[config.mk]
export PLATFORM = sky130hd
export DESIGN_NAME = multicycle_ctrl_flat
export DESIGN_NICKNAME = d
export VERILOG_FILES = /design/src/rtl/multicycle_ctrl_if.sv /design/src/rtl/multicycle_ctrl.sv /design/src/flat_wrapper.sv
export SDC_FILE = /design/constraint.sdc
export NUM_CORES = 1
export LEC_CHECK = 0
export BUFFER_PORTS_ARGS = -buffer_cell sky130_fd_sc_hd__buf_2
export CAP_MARGIN = 20
export CORE_MARGIN = 3
export CORE_UTILIZATION = 48
export CTS_CLUSTER_SIZE = 8
export DETAILED_ROUTE_END_ITERATION = 8
export MAX_ROUTING_LAYER = met4
export PLACE_DENSITY = 0.81
export SLEW_MARGIN = 10
export SYNTH_ARGS = -nofsm -noshare
export SYNTH_HDL_FRONTEND = slang
export SYNTH_SLANG_ARGS = --single-unit
export TNS_END_PERCENT = 5
[constraint.sdc]
create_clock -name clk -period 1.8 [get_ports clk]
set_input_delay 0.09 -clock clk [delete_from_list [all_inputs] [get_ports clk]]
set_output_delay 0.09 -clock clk [all_outputs]
set_load 0.01 [all_outputs]
[src/rtl/multicycle_ctrl_if.sv]
// ---------------------------------------------------------------------------
// multicycle_ctrl_if
//   Bundle between the multicycle MIPS controller and its datapath.
//
//   Status (datapath -> controller):
//     opcode[5:0], funct[5:0]  decoded IR fields
//     zero, overflow           ALU flags
//     div_zero, md_done        mult/div unit status
//   Control (controller -> datapath):
//     pc_write, ir_write, mem_write, a_write, b_write, aluout_write,
//     epc_write, hi_write, lo_write, bank_write   register write enables
//     iord, pc_source, alu_src_a, alu_src_b       mux selects
//     alu_op, bank_write_reg, bank_write_data     ALU op / regfile write selects
//     load_ctrl                                   load width
//     md_start, md_op                             mult/div handshake
//
//   Modports: master = controller, slave = datapath.
// ---------------------------------------------------------------------------
interface multicycle_ctrl_if;
  logic [5:0] opcode;
  logic [5:0] funct;
  logic       zero;
  logic       overflow;
  logic       div_zero;
  logic       md_done;

  logic       pc_write;
  logic       ir_write;
  logic       mem_write;
  logic       a_write;
  logic       b_write;
  logic       aluout_write;
  logic       epc_write;
  logic       hi_write;
  logic       lo_write;
  logic       bank_write;
  logic [2:0] iord;
  logic [2:0] pc_source;
  logic [1:0] alu_src_a;
  logic [1:0] alu_src_b;
  logic [2:0] alu_op;
  logic [2:0] bank_write_reg;
  logic [2:0] bank_write_data;
  logic [1:0] load_ctrl;
  logic       md_start;
  logic       md_op;

  modport master (
    input  opcode, funct, zero, overflow, div_zero, md_done,
    output pc_write, ir_write, mem_write, a_write, b_write, aluout_write,
           epc_write, hi_write, lo_write, bank_write, iord, pc_source,
           alu_src_a, alu_src_b, alu_op, bank_write_reg, bank_write_data,
           load_ctrl, md_start, md_op
  );

  modport slave (
    output opcode, funct, zero, overflow, div_zero, md_done,
    input  pc_write, ir_write, mem_write, a_write, b_write, aluout_write,
           epc_write, hi_write, lo_write, bank_write, iord, pc_source,
           alu_src_a, alu_src_b, alu_op, bank_write_reg, bank_write_data,
           load_ctrl, md_start, md_op
  );
endinterface

[src/rtl/multicycle_ctrl.sv]
// ---------------------------------------------------------------------------
// multicycle_ctrl
//   Moore FSM sequencing the multicycle MIPS datapath: fetch, decode,
//   R-type / addi / lw / sw / beq / j / rte, and exception entry through a
//   handler vector read from memory.
//
//   Ports:
//     clk    rising-edge clock
//     reset  synchronous, active-high; all controls read 0 while it is high
//     bus    multicycle_ctrl_if.master (status in, control out)
//
//   The constants the controller selects live in the datapath:
//     SP_INIT  = 227 written to $29 out of reset (bank_write_data = 7)
//     VEC_OPC  = 253 invalid-opcode handler address (iord = 2)
//     VEC_OVF  = 254 overflow handler address       (iord = 3)
//     VEC_DIV0 = 255 divide-by-zero handler address (iord = 4)
//
//   Build option: define MULTDIV_EN to enable mult/div/mfhi/mflo; without it
//   those functs take the invalid-opcode path and md_start, md_op,
//   hi_write, lo_write stay 0.
// ---------------------------------------------------------------------------
module multicycle_ctrl (
  input  logic              clk,
  input  logic              reset,
  multicycle_ctrl_if.master bus
);

  typedef enum logic [4:0] {
    S_RST, S_FETCH, S_FETCH_W, S_DECODE, S_EXEC_R, S_WB_R, S_RTE,
    S_ADDI, S_WB_I, S_MEM_ADDR, S_LW_RD, S_LW_WAIT, S_LW_WB, S_SW,
    S_BEQ, S_J, S_EXC_SAVE, S_EXC_RD, S_EXC_WAIT, S_EXC_JUMP,
    S_MD_START, S_MD_WAIT, S_MD_WR, S_WB_HL
  } state_e;

  // Exception cause; iord for the handler fetch is 2 + cause.
  typedef enum logic [1:0] {
    VSEL_OPC  = 2'd0,
    VSEL_OVF  = 2'd1,
    VSEL_DIV0 = 2'd2
  } vec_e;

  typedef struct packed {
    logic       pc_write;
    logic       ir_write;
    logic       mem_write;
    logic       a_write;
    logic       b_write;
    logic       aluout_write;
    logic       epc_write;
    logic       hi_write;
    logic       lo_write;
    logic       bank_write;
    logic [2:0] iord;
    logic [2:0] pc_source;
    logic [1:0] alu_src_a;
    logic [1:0] alu_src_b;
    logic [2:0] alu_op;
    logic [2:0] bank_write_reg;
    logic [2:0] bank_write_data;
    logic [1:0] load_ctrl;
    logic       md_start;
    logic       md_op;
  } ctrl_t;

  localparam logic [5:0] OP_RTYPE = 6'h00;
  localparam logic [5:0] OP_J     = 6'h02;
  localparam logic [5:0] OP_BEQ   = 6'h04;
  localparam logic [5:0] OP_ADDI  = 6'h08;
  localparam logic [5:0] OP_LW    = 6'h23;
  localparam logic [5:0] OP_SW    = 6'h2B;

  localparam logic [5:0] FN_RTE   = 6'h13;
  localparam logic [5:0] FN_ADD   = 6'h20;
  localparam logic [5:0] FN_SUB   = 6'h22;
  localparam logic [5:0] FN_AND   = 6'h24;
`ifdef MULTDIV_EN
  localparam logic [5:0] FN_MFHI  = 6'h10;
  localparam logic [5:0] FN_MFLO  = 6'h12;
  localparam logic [5:0] FN_MULT  = 6'h18;
  localparam logic [5:0] FN_DIV   = 6'h1A;
`endif

  state_e state_q, state_d;
  vec_e   vec_q, vec_d;
  ctrl_t  c;

  logic fn_arith;  // add/sub: the R-type ops that can overflow
  logic fn_alu;    // add/sub/and: handled by EXEC_R
  assign fn_arith = (bus.funct == FN_ADD) || (bus.funct == FN_SUB);
  assign fn_alu   = fn_arith || (bus.funct == FN_AND);

`ifdef MULTDIV_EN
  logic fn_div, fn_md, fn_hl;
  assign fn_div = (bus.funct == FN_DIV);
  assign fn_md  = (bus.funct == FN_MULT) || fn_div;
  assign fn_hl  = (bus.funct == FN_MFHI) || (bus.funct == FN_MFLO);
`else
  logic unused_md_inputs;
  assign unused_md_inputs = bus.div_zero ^ bus.md_done;
`endif

  always_ff @(posedge clk) begin
    // NOTE: state registers use non-blocking assignments so every flop
    // samples the pre-edge values regardless of statement order.
    if (reset) begin
      state_q <= S_RST;
      vec_q   <= VSEL_OPC;
    end else begin
      state_q <= state_d;
      vec_q   <= vec_d;
    end
  end

  always_comb begin
    // NOTE: every output gets a default before the case so no path leaves
    // a signal unassigned, which would otherwise infer a latch.
    c       = '0;
    state_d = state_q;
    vec_d   = vec_q;

    // While reset is high every control stays 0, so an aborted instruction
    // cannot write anything at the reset edge.
    if (!reset) begin
      case (state_q)
        S_RST: begin
          c.bank_write      = 1'b1;
          c.bank_write_reg  = 3'd4;
          c.bank_write_data = 3'd7;
          state_d           = S_FETCH;
        end

        S_FETCH: begin
          c.alu_src_b = 2'd1;
          c.alu_op    = 3'd1;
          c.pc_write  = 1'b1;
          state_d     = S_FETCH_W;
        end

        S_FETCH_W: begin
          c.ir_write = 1'b1;
          state_d    = S_DECODE;
        end

        S_DECODE: begin
          // Speculatively compute the branch target into ALUout.
          c.a_write      = 1'b1;
          c.b_write      = 1'b1;
          c.alu_src_b    = 2'd3;
          c.alu_op       = 3'd1;
          c.aluout_write = 1'b1;
          state_d        = S_EXC_SAVE;
          vec_d          = VSEL_OPC;
          case (bus.opcode)
            OP_RTYPE: begin
              if (fn_alu)                   state_d = S_EXEC_R;
              else if (bus.funct == FN_RTE) state_d = S_RTE;
`ifdef MULTDIV_EN
              else if (fn_md)               state_d = S_MD_START;
              else if (fn_hl)               state_d = S_WB_HL;
`endif
            end
            OP_ADDI:      state_d = S_ADDI;
            OP_LW, OP_SW: state_d = S_MEM_ADDR;
            OP_BEQ:       state_d = S_BEQ;
            OP_J:         state_d = S_J;
            default:      state_d = S_EXC_SAVE;
          endcase
        end

        S_EXEC_R: begin
          c.alu_src_a    = 2'd2;
          c.aluout_write = 1'b1;
          case (bus.funct)
            FN_SUB:  c.alu_op = 3'd2;
            FN_AND:  c.alu_op = 3'd3;
            default: c.alu_op = 3'd1;
          endcase
          // Invalid opcode outranks overflow.
          if (!fn_alu) begin
            state_d = S_EXC_SAVE;
            vec_d   = VSEL_OPC;
          end else if (bus.overflow && fn_arith) begin
            state_d = S_EXC_SAVE;
            vec_d   = VSEL_OVF;
          end else begin
            state_d = S_WB_R;
          end
        end

        S_WB_R: begin
          c.bank_write     = 1'b1;
          c.bank_write_reg = 3'd1;
          state_d          = S_FETCH;
        end

        S_RTE: begin
          c.pc_source = 3'd3;
          c.pc_write  = 1'b1;
          state_d     = S_FETCH;
        end

        S_ADDI: begin
          c.alu_src_a    = 2'd2;
          c.alu_src_b    = 2'd2;
          c.alu_op       = 3'd1;
          c.aluout_write = 1'b1;
          if (bus.overflow) begin
            state_d = S_EXC_SAVE;
            vec_d   = VSEL_OVF;
          end else begin
            state_d = S_WB_I;
          end
        end

        S_WB_I: begin
          c.bank_write = 1'b1;
          state_d      = S_FETCH;
        end

        S_MEM_ADDR: begin
          c.alu_src_a    = 2'd2;
          c.alu_src_b    = 2'd2;
          c.alu_op       = 3'd1;
          c.aluout_write = 1'b1;
          state_d        = (bus.opcode == OP_LW) ? S_LW_RD : S_SW;
        end

        S_LW_RD: begin
          c.iord  = 3'd1;
          state_d = S_LW_WAIT;
        end

        S_LW_WAIT: begin
          c.iord  = 3'd1;
          state_d = S_LW_WB;
        end

        S_LW_WB: begin
          c.bank_write      = 1'b1;
          c.bank_write_data = 3'd1;
          state_d           = S_FETCH;
        end

        S_SW: begin
          c.iord      = 3'd1;
          c.mem_write = 1'b1;
          state_d     = S_FETCH;
        end

        S_BEQ: begin
          c.alu_src_a = 2'd2;
          c.alu_op    = 3'd2;
          c.pc_source = 3'd1;
          c.pc_write  = bus.zero;
          state_d     = S_FETCH;
        end

        S_J: begin
          c.pc_source = 3'd2;
          c.pc_write  = 1'b1;
          state_d     = S_FETCH;
        end

        S_EXC_SAVE: begin
          // PC already advanced in FETCH; EPC gets PC - 4.
          c.alu_src_b = 2'd1;
          c.alu_op    = 3'd2;
          c.epc_write = 1'b1;
          state_d     = S_EXC_RD;
        end

        S_EXC_RD: begin
          c.iord  = 3'd2 + {1'b0, vec_q};
          state_d = S_EXC_WAIT;
        end

        S_EXC_WAIT: begin
          c.iord  = 3'd2 + {1'b0, vec_q};
          state_d = S_EXC_JUMP;
        end

        S_EXC_JUMP: begin
          c.load_ctrl = 2'd2;
          c.pc_source = 3'd4;
          c.pc_write  = 1'b1;
          state_d     = S_FETCH;
        end

`ifdef MULTDIV_EN
        S_MD_START: begin
          c.md_start = 1'b1;
          c.md_op    = fn_div;
          if (fn_div && bus.div_zero) begin
            state_d = S_EXC_SAVE;
            vec_d   = VSEL_DIV0;
          end else begin
            state_d = S_MD_WAIT;
          end
        end

        S_MD_WAIT: begin
          c.md_op = fn_div;
          if (bus.md_done) state_d = S_MD_WR;
        end

        S_MD_WR: begin
          c.hi_write = 1'b1;
          c.lo_write = 1'b1;
          state_d    = S_FETCH;
        end

        S_WB_HL: begin
          c.bank_write      = 1'b1;
          c.bank_write_reg  = 3'd1;
          c.bank_write_data = (bus.funct == FN_MFHI) ? 3'd3 : 3'd4;
          state_d           = S_FETCH;
        end
`endif

        default: state_d = S_RST;
      endcase
    end
  end

  assign bus.pc_write        = c.pc_write;
  assign bus.ir_write        = c.ir_write;
  assign bus.mem_write       = c.mem_write;
  assign bus.a_write         = c.a_write;
  assign bus.b_write         = c.b_write;
  assign bus.aluout_write    = c.aluout_write;
  assign bus.epc_write       = c.epc_write;
  assign bus.hi_write        = c.hi_write;
  assign bus.lo_write        = c.lo_write;
  assign bus.bank_write      = c.bank_write;
  assign bus.iord            = c.iord;
  assign bus.pc_source       = c.pc_source;
  assign bus.alu_src_a       = c.alu_src_a;
  assign bus.alu_src_b       = c.alu_src_b;
  assign bus.alu_op          = c.alu_op;
  assign bus.bank_write_reg  = c.bank_write_reg;
  assign bus.bank_write_data = c.bank_write_data;
  assign bus.load_ctrl       = c.load_ctrl;
  assign bus.md_start        = c.md_start;
  assign bus.md_op           = c.md_op;

endmodule

[src/flat_wrapper.sv]
// flat-port wrapper written by rule: the top's interface ports become plain ports
module multicycle_ctrl_flat 
  (clk, reset, bus_opcode, bus_funct, bus_zero, bus_overflow, bus_div_zero, bus_md_done, bus_pc_write, bus_ir_write, bus_mem_write, bus_a_write, bus_b_write, bus_aluout_write, bus_epc_write, bus_hi_write, bus_lo_write, bus_bank_write, bus_iord, bus_pc_source, bus_alu_src_a, bus_alu_src_b, bus_alu_op, bus_bank_write_reg, bus_bank_write_data, bus_load_ctrl, bus_md_start, bus_md_op);
  multicycle_ctrl_if bus_i ();
  input  logic clk;
  input  logic reset;
  input wire logic [$bits(bus_i.opcode)-1:0] bus_opcode;
  input wire logic [$bits(bus_i.funct)-1:0] bus_funct;
  input wire logic [$bits(bus_i.zero)-1:0] bus_zero;
  input wire logic [$bits(bus_i.overflow)-1:0] bus_overflow;
  input wire logic [$bits(bus_i.div_zero)-1:0] bus_div_zero;
  input wire logic [$bits(bus_i.md_done)-1:0] bus_md_done;
  output wire logic [$bits(bus_i.pc_write)-1:0] bus_pc_write;
  output wire logic [$bits(bus_i.ir_write)-1:0] bus_ir_write;
  output wire logic [$bits(bus_i.mem_write)-1:0] bus_mem_write;
  output wire logic [$bits(bus_i.a_write)-1:0] bus_a_write;
  output wire logic [$bits(bus_i.b_write)-1:0] bus_b_write;
  output wire logic [$bits(bus_i.aluout_write)-1:0] bus_aluout_write;
  output wire logic [$bits(bus_i.epc_write)-1:0] bus_epc_write;
  output wire logic [$bits(bus_i.hi_write)-1:0] bus_hi_write;
  output wire logic [$bits(bus_i.lo_write)-1:0] bus_lo_write;
  output wire logic [$bits(bus_i.bank_write)-1:0] bus_bank_write;
  output wire logic [$bits(bus_i.iord)-1:0] bus_iord;
  output wire logic [$bits(bus_i.pc_source)-1:0] bus_pc_source;
  output wire logic [$bits(bus_i.alu_src_a)-1:0] bus_alu_src_a;
  output wire logic [$bits(bus_i.alu_src_b)-1:0] bus_alu_src_b;
  output wire logic [$bits(bus_i.alu_op)-1:0] bus_alu_op;
  output wire logic [$bits(bus_i.bank_write_reg)-1:0] bus_bank_write_reg;
  output wire logic [$bits(bus_i.bank_write_data)-1:0] bus_bank_write_data;
  output wire logic [$bits(bus_i.load_ctrl)-1:0] bus_load_ctrl;
  output wire logic [$bits(bus_i.md_start)-1:0] bus_md_start;
  output wire logic [$bits(bus_i.md_op)-1:0] bus_md_op;
  assign bus_i.opcode = bus_opcode;
  assign bus_i.funct = bus_funct;
  assign bus_i.zero = bus_zero;
  assign bus_i.overflow = bus_overflow;
  assign bus_i.div_zero = bus_div_zero;
  assign bus_i.md_done = bus_md_done;
  assign bus_pc_write = bus_i.pc_write;
  assign bus_ir_write = bus_i.ir_write;
  assign bus_mem_write = bus_i.mem_write;
  assign bus_a_write = bus_i.a_write;
  assign bus_b_write = bus_i.b_write;
  assign bus_aluout_write = bus_i.aluout_write;
  assign bus_epc_write = bus_i.epc_write;
  assign bus_hi_write = bus_i.hi_write;
  assign bus_lo_write = bus_i.lo_write;
  assign bus_bank_write = bus_i.bank_write;
  assign bus_iord = bus_i.iord;
  assign bus_pc_source = bus_i.pc_source;
  assign bus_alu_src_a = bus_i.alu_src_a;
  assign bus_alu_src_b = bus_i.alu_src_b;
  assign bus_alu_op = bus_i.alu_op;
  assign bus_bank_write_reg = bus_i.bank_write_reg;
  assign bus_bank_write_data = bus_i.bank_write_data;
  assign bus_load_ctrl = bus_i.load_ctrl;
  assign bus_md_start = bus_i.md_start;
  assign bus_md_op = bus_i.md_op;
  multicycle_ctrl u_core (.clk(clk), .reset(reset), .bus(bus_i));
endmodule
==> metrics.md, run 1 <==
| Metric | Value |
|---|---|
| Design internal power | 0.3212 mW |
| Peak-usage layer in the global routing report | met2 |
| RSZ-0062 raised after global routing | yes |
| Root Buffer Master | sky130_fd_sc_hd__clkbuf_4 |
| Total power after layout | 0.5228 mW |
| Count of fill cells added during filler insertion | 221 |
| Leading area contributor after synthesis | sky130_fd_sc_hd__dfxtp_1 |
| Tightest hold margin | 255.0 ps |
| Pin count of the biggest net entering global routing | 23 |
| Drt first-iter violations | 39 |
| Setup TNS | -3.492 ps |
| Routed wire length | 3172 um |
| Number of port buffers | 39 |
| Portion of synthesized cell area occupied by the leading cell type | 10.46% |
| Worst EP required | 1710 ps |
| Horizontal die dimension | 54.92 um |
| Area post-placement | 1349 um^2 |
| Final Skew | 4.185 ps |
| I/O pin cnt | 51 |
| RD Place Congestion | 0.9318 |
| Switching pwr | 0.2016 mW |
| Ant. Diodes | 0 |
| Combinational Power Share | 48.4% |
| First-pass detailed-route iteration total | 4 |
| Violated checks | setup timing |
| Cell area after technology mapping | 1149 um^2 |
| Global routing usage on met2 | 38.19% |
| Level count of the clock H-tree | 1 |
| Maximum fanout along the worst path | 21 |
| Global route overflow | 0 |
| Gate count after technology mapping | 168 |
| Vertical extent of the die | 54.92 um |
| DRC viols | 0 |
| CTS tree | built |
| Crit path arrival time | 1710 ps |
| Overall via count from detail_route | 1376 |
| Number of antenna violations at the first check in global routing | 0 |
| Post-synth cell types | 60 |
| Post-route cell area | 1384 um^2 |
| GR Util met1 | 29.68% |
| Total die area | 3016 um^2 |
| Fmax | 554.5 MHz |
| Total setup violations reported at the end of the flow | 1 |
| Number of synthesized flops with an enable pin | 0 |
| Fraction of power consumed by the clock network | 23.4% |
| Final Hold Fails | 0 |
| Deepest clock path buffer count | 2 |
| Total track usage | 22.77% |
| Worst supply voltage drop on vdd | 340.8 uV |
| Worst setup SP type | register |
| Worst-path clk slew | 50 ps |
| Cell Rows | 17 |
| Via/cell ratio | 5.880 |
| Power per cell area | 377.8 nW/um^2 |
| Mapped Avg Cell Area | 6.837 um^2 |
| Critical path start-end classification | reg2out |
| Area inside the core boundary | 2233 um^2 |
| Post-Route Utilization | 61.96% |
| Yosys Warn Count | 0 |
| Fraction of synthesis flops using an asynchronous set or reset pin | 0% |
| Synth top area cells | sky130_fd_sc_hd__dfxtp_1 (10%), sky130_fd_sc_hd__buf_4 (9.8%), sky130_fd_sc_hd__nor3_1 (5.7%), sky130_fd_sc_hd__nor2_1 (5.6%), sky130_fd_sc_hd__nor2b_1 (4.9%) |
| Count of placed standard cells in the final layout, fillers left out | 234 |
| Starting utilization of the core area | 51.43% |
| First-pass GRT wire length | 5037 um |
| Ratio of final minimum period to clock period | 100.2% |
| HPWL after detailed placement | 2430 um |
| Share of total power in sequential cells | 28.2% |
| Fraction of final layout cells with drive strength greater than 1 | 31.07% |
| Number of instances in the placed design | 231 |
| Result of the run | complete, but fails checks |
| Count of final max-slew check failures | 0 |
| Slew of the pin with the lowest slew margin | 575.3 ps |
| Via count of the first global-routing pass | 1136 |
| Clock latency reported for the late side of the worst-skew pair | 240 ps |
| Nature of the critical path endpoint | primary output |
| Tmin final | 1803 ps |
| Number of routed nets with antenna violations | 0 |
| Switching Fraction | 38.56% |
| Layout overhead on the synthesized area | 20.48% |
| Met3 GRT Util | 3.217% |
| Routed wirelength normalized by instance count | 13.56 um |
| Max-Slew Margin vs Limit | 61.55% |
| Static leakage | 0.6195 nW |
| Flip-flop and latch count after synthesis | 6 |
| Worst setup margin | -3.492 ps |
| Post-cts hold buffer count | 0 |
| Number of nets in the final layout | 226 |
| Ys flop type | sky130_fd_sc_hd__dfxtp_1 |
| Worst min-delay path class | in2reg |
| Worst-case setup slack after placement | 165.7 ps |
| Seq/Total Area, Yosys | 10.46% |
| Max-capacitance violation count | 0 |
| Number of CTS-inserted buffers | 3 |
| Total number of clock tree sinks | 6 |
-- worst max-delay path, cell delays in order (launching register included) --
cell and delay (ps):
sky130_fd_sc_hd__dfxtp_1 310, sky130_fd_sc_hd__buf_4 240, sky130_fd_sc_hd__nor2b_1 280, sky130_fd_sc_hd__a31oi_1 120, sky130_fd_sc_hd__o31a_1 250, sky130_fd_sc_hd__nor3_1 120
sky130_fd_sc_hd__buf_2 150
-- timing repair --
action                     CTS  global route
setup buffers                0             0
setup endpoints to repair    0            11
resized for setup            0             3
-- state kept, by name (all words and copies together), names as in the netlist --
| name | cells |
|---|---|
| u_core.state_q | 5 |
| u_core.vec_q | 1 |
-- cells in the mapped netlist (4+ instances only) --
master,n
sky130_fd_sc_hd__nor2_1,17
sky130_fd_sc_hd__nor2b_1,9
sky130_fd_sc_hd__nand3_1,4
sky130_fd_sc_hd__nand2_1,9
sky130_fd_sc_hd__o31ai_1,4
sky130_fd_sc_hd__a21oi_1,8
sky130_fd_sc_hd__dfxtp_1,6
sky130_fd_sc_hd__nor3_1,13
sky130_fd_sc_hd__o21ai_0,4
sky130_fd_sc_hd__buf_4,15
-- placed cells by master (no fill, tap or decap), types with 3 or more instances in the layout --
master,count
sky130_fd_sc_hd__nor2_1,17
sky130_fd_sc_hd__nand2_1,9
sky130_fd_sc_hd__nand3b_1,3
sky130_fd_sc_hd__nand3_1,4
sky130_fd_sc_hd__o31ai_1,4
sky130_fd_sc_hd__a21oi_1,8
sky130_fd_sc_hd__buf_2,39
sky130_fd_sc_hd__clkbuf_4,3
sky130_fd_sc_hd__conb_1,9
sky130_fd_sc_hd__nand2b_1,3
sky130_fd_sc_hd__a31oi_1,3
sky130_fd_sc_hd__mux2i_1,3
sky130_fd_sc_hd__buf_4,13
sky130_fd_sc_hd__nor3b_1,3
sky130_fd_sc_hd__o21ai_0,4
sky130_fd_sc_hd__nor2b_1,9
sky130_fd_sc_hd__nor3_1,13
sky130_fd_sc_hd__dfxtp_1,5
-- final cells by class --
type                    instances  area (um^2)  share of cell area, %
well taps                      28        35.03                  2.532
inverters                       3        11.26                 0.8137
flip-flops and latches          6        121.4                  8.770
multi-input cells             142        900.9                  65.10
repair buffers                 52        292.8                  21.16
clock buffers                   3        22.52                  1.627
-- routing by layer --
metal	up-vias	share of wire, %	wire length [um]
met3	6	8.6	274
met5	-	0	0
li1	680	-	-
met2	69	47	1492
met4	0	1.3	40
met1	621	43	1365
-- power groups by stage --
stage | Sequential [mW] | Clock (mW) | Combinational (mW)
6_report | 0.147 | 0.122 | 0.253
5_1_grt | 0.148 | 0.138 | 0.283
4_1_cts | 0.147 | 0.125 | 0.249
3_5_place_dp | 0.149 | 0 | 0.248
3_3_place_gp | 0.149 | 0 | 0.246
2_1_floorplan | 0.144 | 0 | 0.184
-- worst paths after layout --
check,from,endpoint,slack [ps],depth (start not counted)
worst max-delay path,u_core.state_q[2],bus_alu_op[1],-3,6
worst max register to register,u_core.state_q[3],u_core.state_q[1],180,4
worst min-delay path,bus_opcode[4],u_core.state_q[4],250,3
worst min register to register,u_core.vec_q[0],u_core.vec_q[0],490,2
-- logic make-up after synthesis --
kind of cell,synth area share (%)
AO/OA/AOI/OAI,28.76
XOR/XNOR,3.051
buffers and inverters,14.71
flip-flops,10.46
multiplexers,2.614
other,0.3265
AND/OR/NAND/NOR,40.09
(Power assumes the default switching activity.)
==> run 2: changes to the inputs <==
Clock period 1.8 ns to 1.85 ns, I/O delays scaled along.
==> run 2 against run 1 <==
  * Global-route usage is 0.63 points lower
  * Count of clock-buffer cells in the layout unchanged
  * Largest cell class unchanged
  * Setup slack better by 94 ps
  * Wire length increased by 1.7%
  * Sequential power is 3% lower
  * Clock power decreased by 3%
  * The flow now finishes without violations
  * Sequential cell count unchanged
  * Die area unchanged
  * Clock skew increased by 5.2 ps
  * Final area increased by 0.81%
==> metrics.md, run 2 (same netlist as run 1, synthesis figures left out) <==
| Metric | Value |
|---|---|
| Post-Route Utilization | 62.47% |
| Worst-case setup slack after placement | 232.6 ps |
| Count of final max-slew check failures | 0 |
| Total number of clock tree sinks | 6 |
| Count of fill cells added during filler insertion | 242 |
| Overall via count from detail_route | 1367 |
| Largest registers | u_core.state_q (5), u_core.vec_q (1) |
| Area inside the core boundary | 2233 um^2 |
| Number of port buffers | 39 |
| Number of cells traversed by the worst register-to-register path | 3 |
| Deepest clock path buffer count | 2 |
| Tightest hold margin | 259.6 ps |
| Nature of the critical path endpoint | primary output |
| Number of nets in the final layout | 227 |
| Total track usage | 22.14% |
| Power per cell area | 365.5 nW/um^2 |
| Layout overhead on the synthesized area | 21.46% |
| End of the worst register-to-register path | u_core.state_q[1] |
| Via/cell ratio | 5.817 |
| Clock latency reported for the late side of the worst-skew pair | 250 ps |
| Count of placed standard cells in the final layout, fillers left out | 235 |
| Routed wirelength normalized by instance count | 13.72 um |
| Via count of the first global-routing pass | 1131 |
| First-pass detailed-route iteration total | 4 |
| Worst setup SP type | register |
| Maximum fanout along the worst path | 10 |
| Global route overflow | 0 |
| Vertical extent of the die | 54.92 um |
| RD Place Congestion | 0.9522 |
| Number of flip-flops in the largest register | 5 |
| Total setup violations reported at the end of the flow | 0 |
| Tmin final | 1759 ps |
| Level count of the clock H-tree | 1 |
| Worst-path clk slew | 50 ps |
| Number of antenna violations at the first check in global routing | 0 |
| First-pass GRT wire length | 4905 um |
| Pin count of the biggest net entering global routing | 23 |
| I/O pin cnt | 51 |
| DRC viols | 0 |
| Number of routed nets with antenna violations | 0 |
| Worst supply voltage drop on vdd | 549.6 uV |
| Result of the run | completed |
| Top library cells by usage in the layout, fill and taps aside | sky130_fd_sc_hd__buf_2 (39), sky130_fd_sc_hd__nor2_1 (17), sky130_fd_sc_hd__buf_4 (14), sky130_fd_sc_hd__nor3_1 (13) |
| RSZ-0062 raised after global routing | yes |
| Number of instances in the placed design | 232 |
| Fmax | 568.3 MHz |
| Crit path arrival time | 1670 ps |
| Total die area | 3016 um^2 |
| Worst EP required | 1760 ps |
| CTS tree | built |
| Drt first-iter violations | 37 |
| Horizontal die dimension | 54.92 um |
| Register-to-register setup slack | 210 ps |
| Max-capacitance violation count | 0 |
| Cell Rows | 17 |
| Static leakage | 0.6243 nW |
| Worst setup margin | 90.51 ps |
| Post-cts hold buffer count | 0 |
| Max-Slew Margin vs Limit | 59.95% |
| Worst min-delay path class | in2reg |
| Ratio of final minimum period to clock period | 95.11% |
| Root Buffer Master | sky130_fd_sc_hd__clkbuf_4 |
| CP startpoint | u_core.state_q[4] |
| Final Skew | 9.424 ps |
| Number of CTS-inserted buffers | 3 |
| Register bank with the most flops | u_core.state_q |
| Ant. Diodes | 0 |
| Commonest non-fill, non-tap cell in the layout | sky130_fd_sc_hd__buf_2 |
| Startpoint of the worst register-to-register path | u_core.state_q[4] |
| Starting utilization of the core area | 51.43% |
| Critical path start-end classification | reg2out |
| Fraction of final layout cells with drive strength greater than 1 | 31.88% |
| Slew of the pin with the lowest slew margin | 599.2 ps |
| Critical Path End | bus_alu_op[1] |
| Routed wire length | 3225 um |
| Final Hold Fails | 0 |
| HPWL after detailed placement | 2523 um |
[run 2: cell count changes in the layout (fill, tap and decap cells not counted), sizes merged]
cell,previous run,this run
buf,52,53
[run 2: area by class of cell]
cell class / instances / area [um^2] / area share, %
sequential: 6 / 120.1 / 8.610
timing repair buffer: 53 / 300.3 / 21.52
tap: 28 / 35.03 / 2.511
clock buffer: 3 / 22.52 / 1.614
multi-input combinational: 142 / 905.9 / 64.93
inverter: 3 / 11.26 / 0.8072
[run 2: worst min-delay path by stage]
stage	startpoint	end	slack [ps]	cells past startpoint
floorplan	bus_opcode[2]	u_core.state_q[1]	300	2
global placement	u_core.vec_q[0]	u_core.vec_q[0]	470	2
detailed placement	u_core.vec_q[0]	u_core.vec_q[0]	480	2
CTS	bus_opcode[4]	u_core.state_q[4]	250	3
global route	bus_opcode[4]	u_core.state_q[4]	260	3
finish	bus_opcode[4]	u_core.state_q[4]	260	3
[run 2: layer usage]
metal / share of wire, % / vias to the layer above / wire [um] / track usage [%]
li1: - / 679 / - / -
met1: 43 / 626 / 1402 / 28.23
met2: 48 / 60 / 1543 / 37.20
met3: 7.7 / 2 / 247 / 3.485
met4: 0.96 / 0 / 31 / 4.049
met5: 0 / - / 0 / -
[run 2: where the power goes]
group | internal, mW | switching (mW) | leakage, nW
clock | 0.0732 | 0.0451 | 0.0138
combinational | 0.104 | 0.145 | 0.562
sequential | 0.135 | 0.00741 | 0.0490
[run 2: repair_timing]
| action | CTS | global route |
|---|---|---|
| endpoints found under the setup margin | 0 | 7 |
| setup buffers | 0 | 0 |
| gates resized for setup | 0 | 4 |
[run 2: critical path: stages (launching register included)]
cell and delay (ps):
sky130_fd_sc_hd__dfxtp_1 540, sky130_fd_sc_hd__nor2b_1 300, sky130_fd_sc_hd__a31oi_1 70, sky130_fd_sc_hd__o31a_1 240, sky130_fd_sc_hd__nor3_1 110, sky130_fd_sc_hd__buf_2 150
[run 2: per-stage QoR]
step                cell area (um^2)  TNS [ps]  power [mW]
floorplan                       1179         0      0.3192
global placement                1356         0      0.3843
detailed placement              1356         0      0.3875
CTS                             1379         0      0.5071
global route                    1395    -44.29      0.5483
finish                          1395         0      0.5099
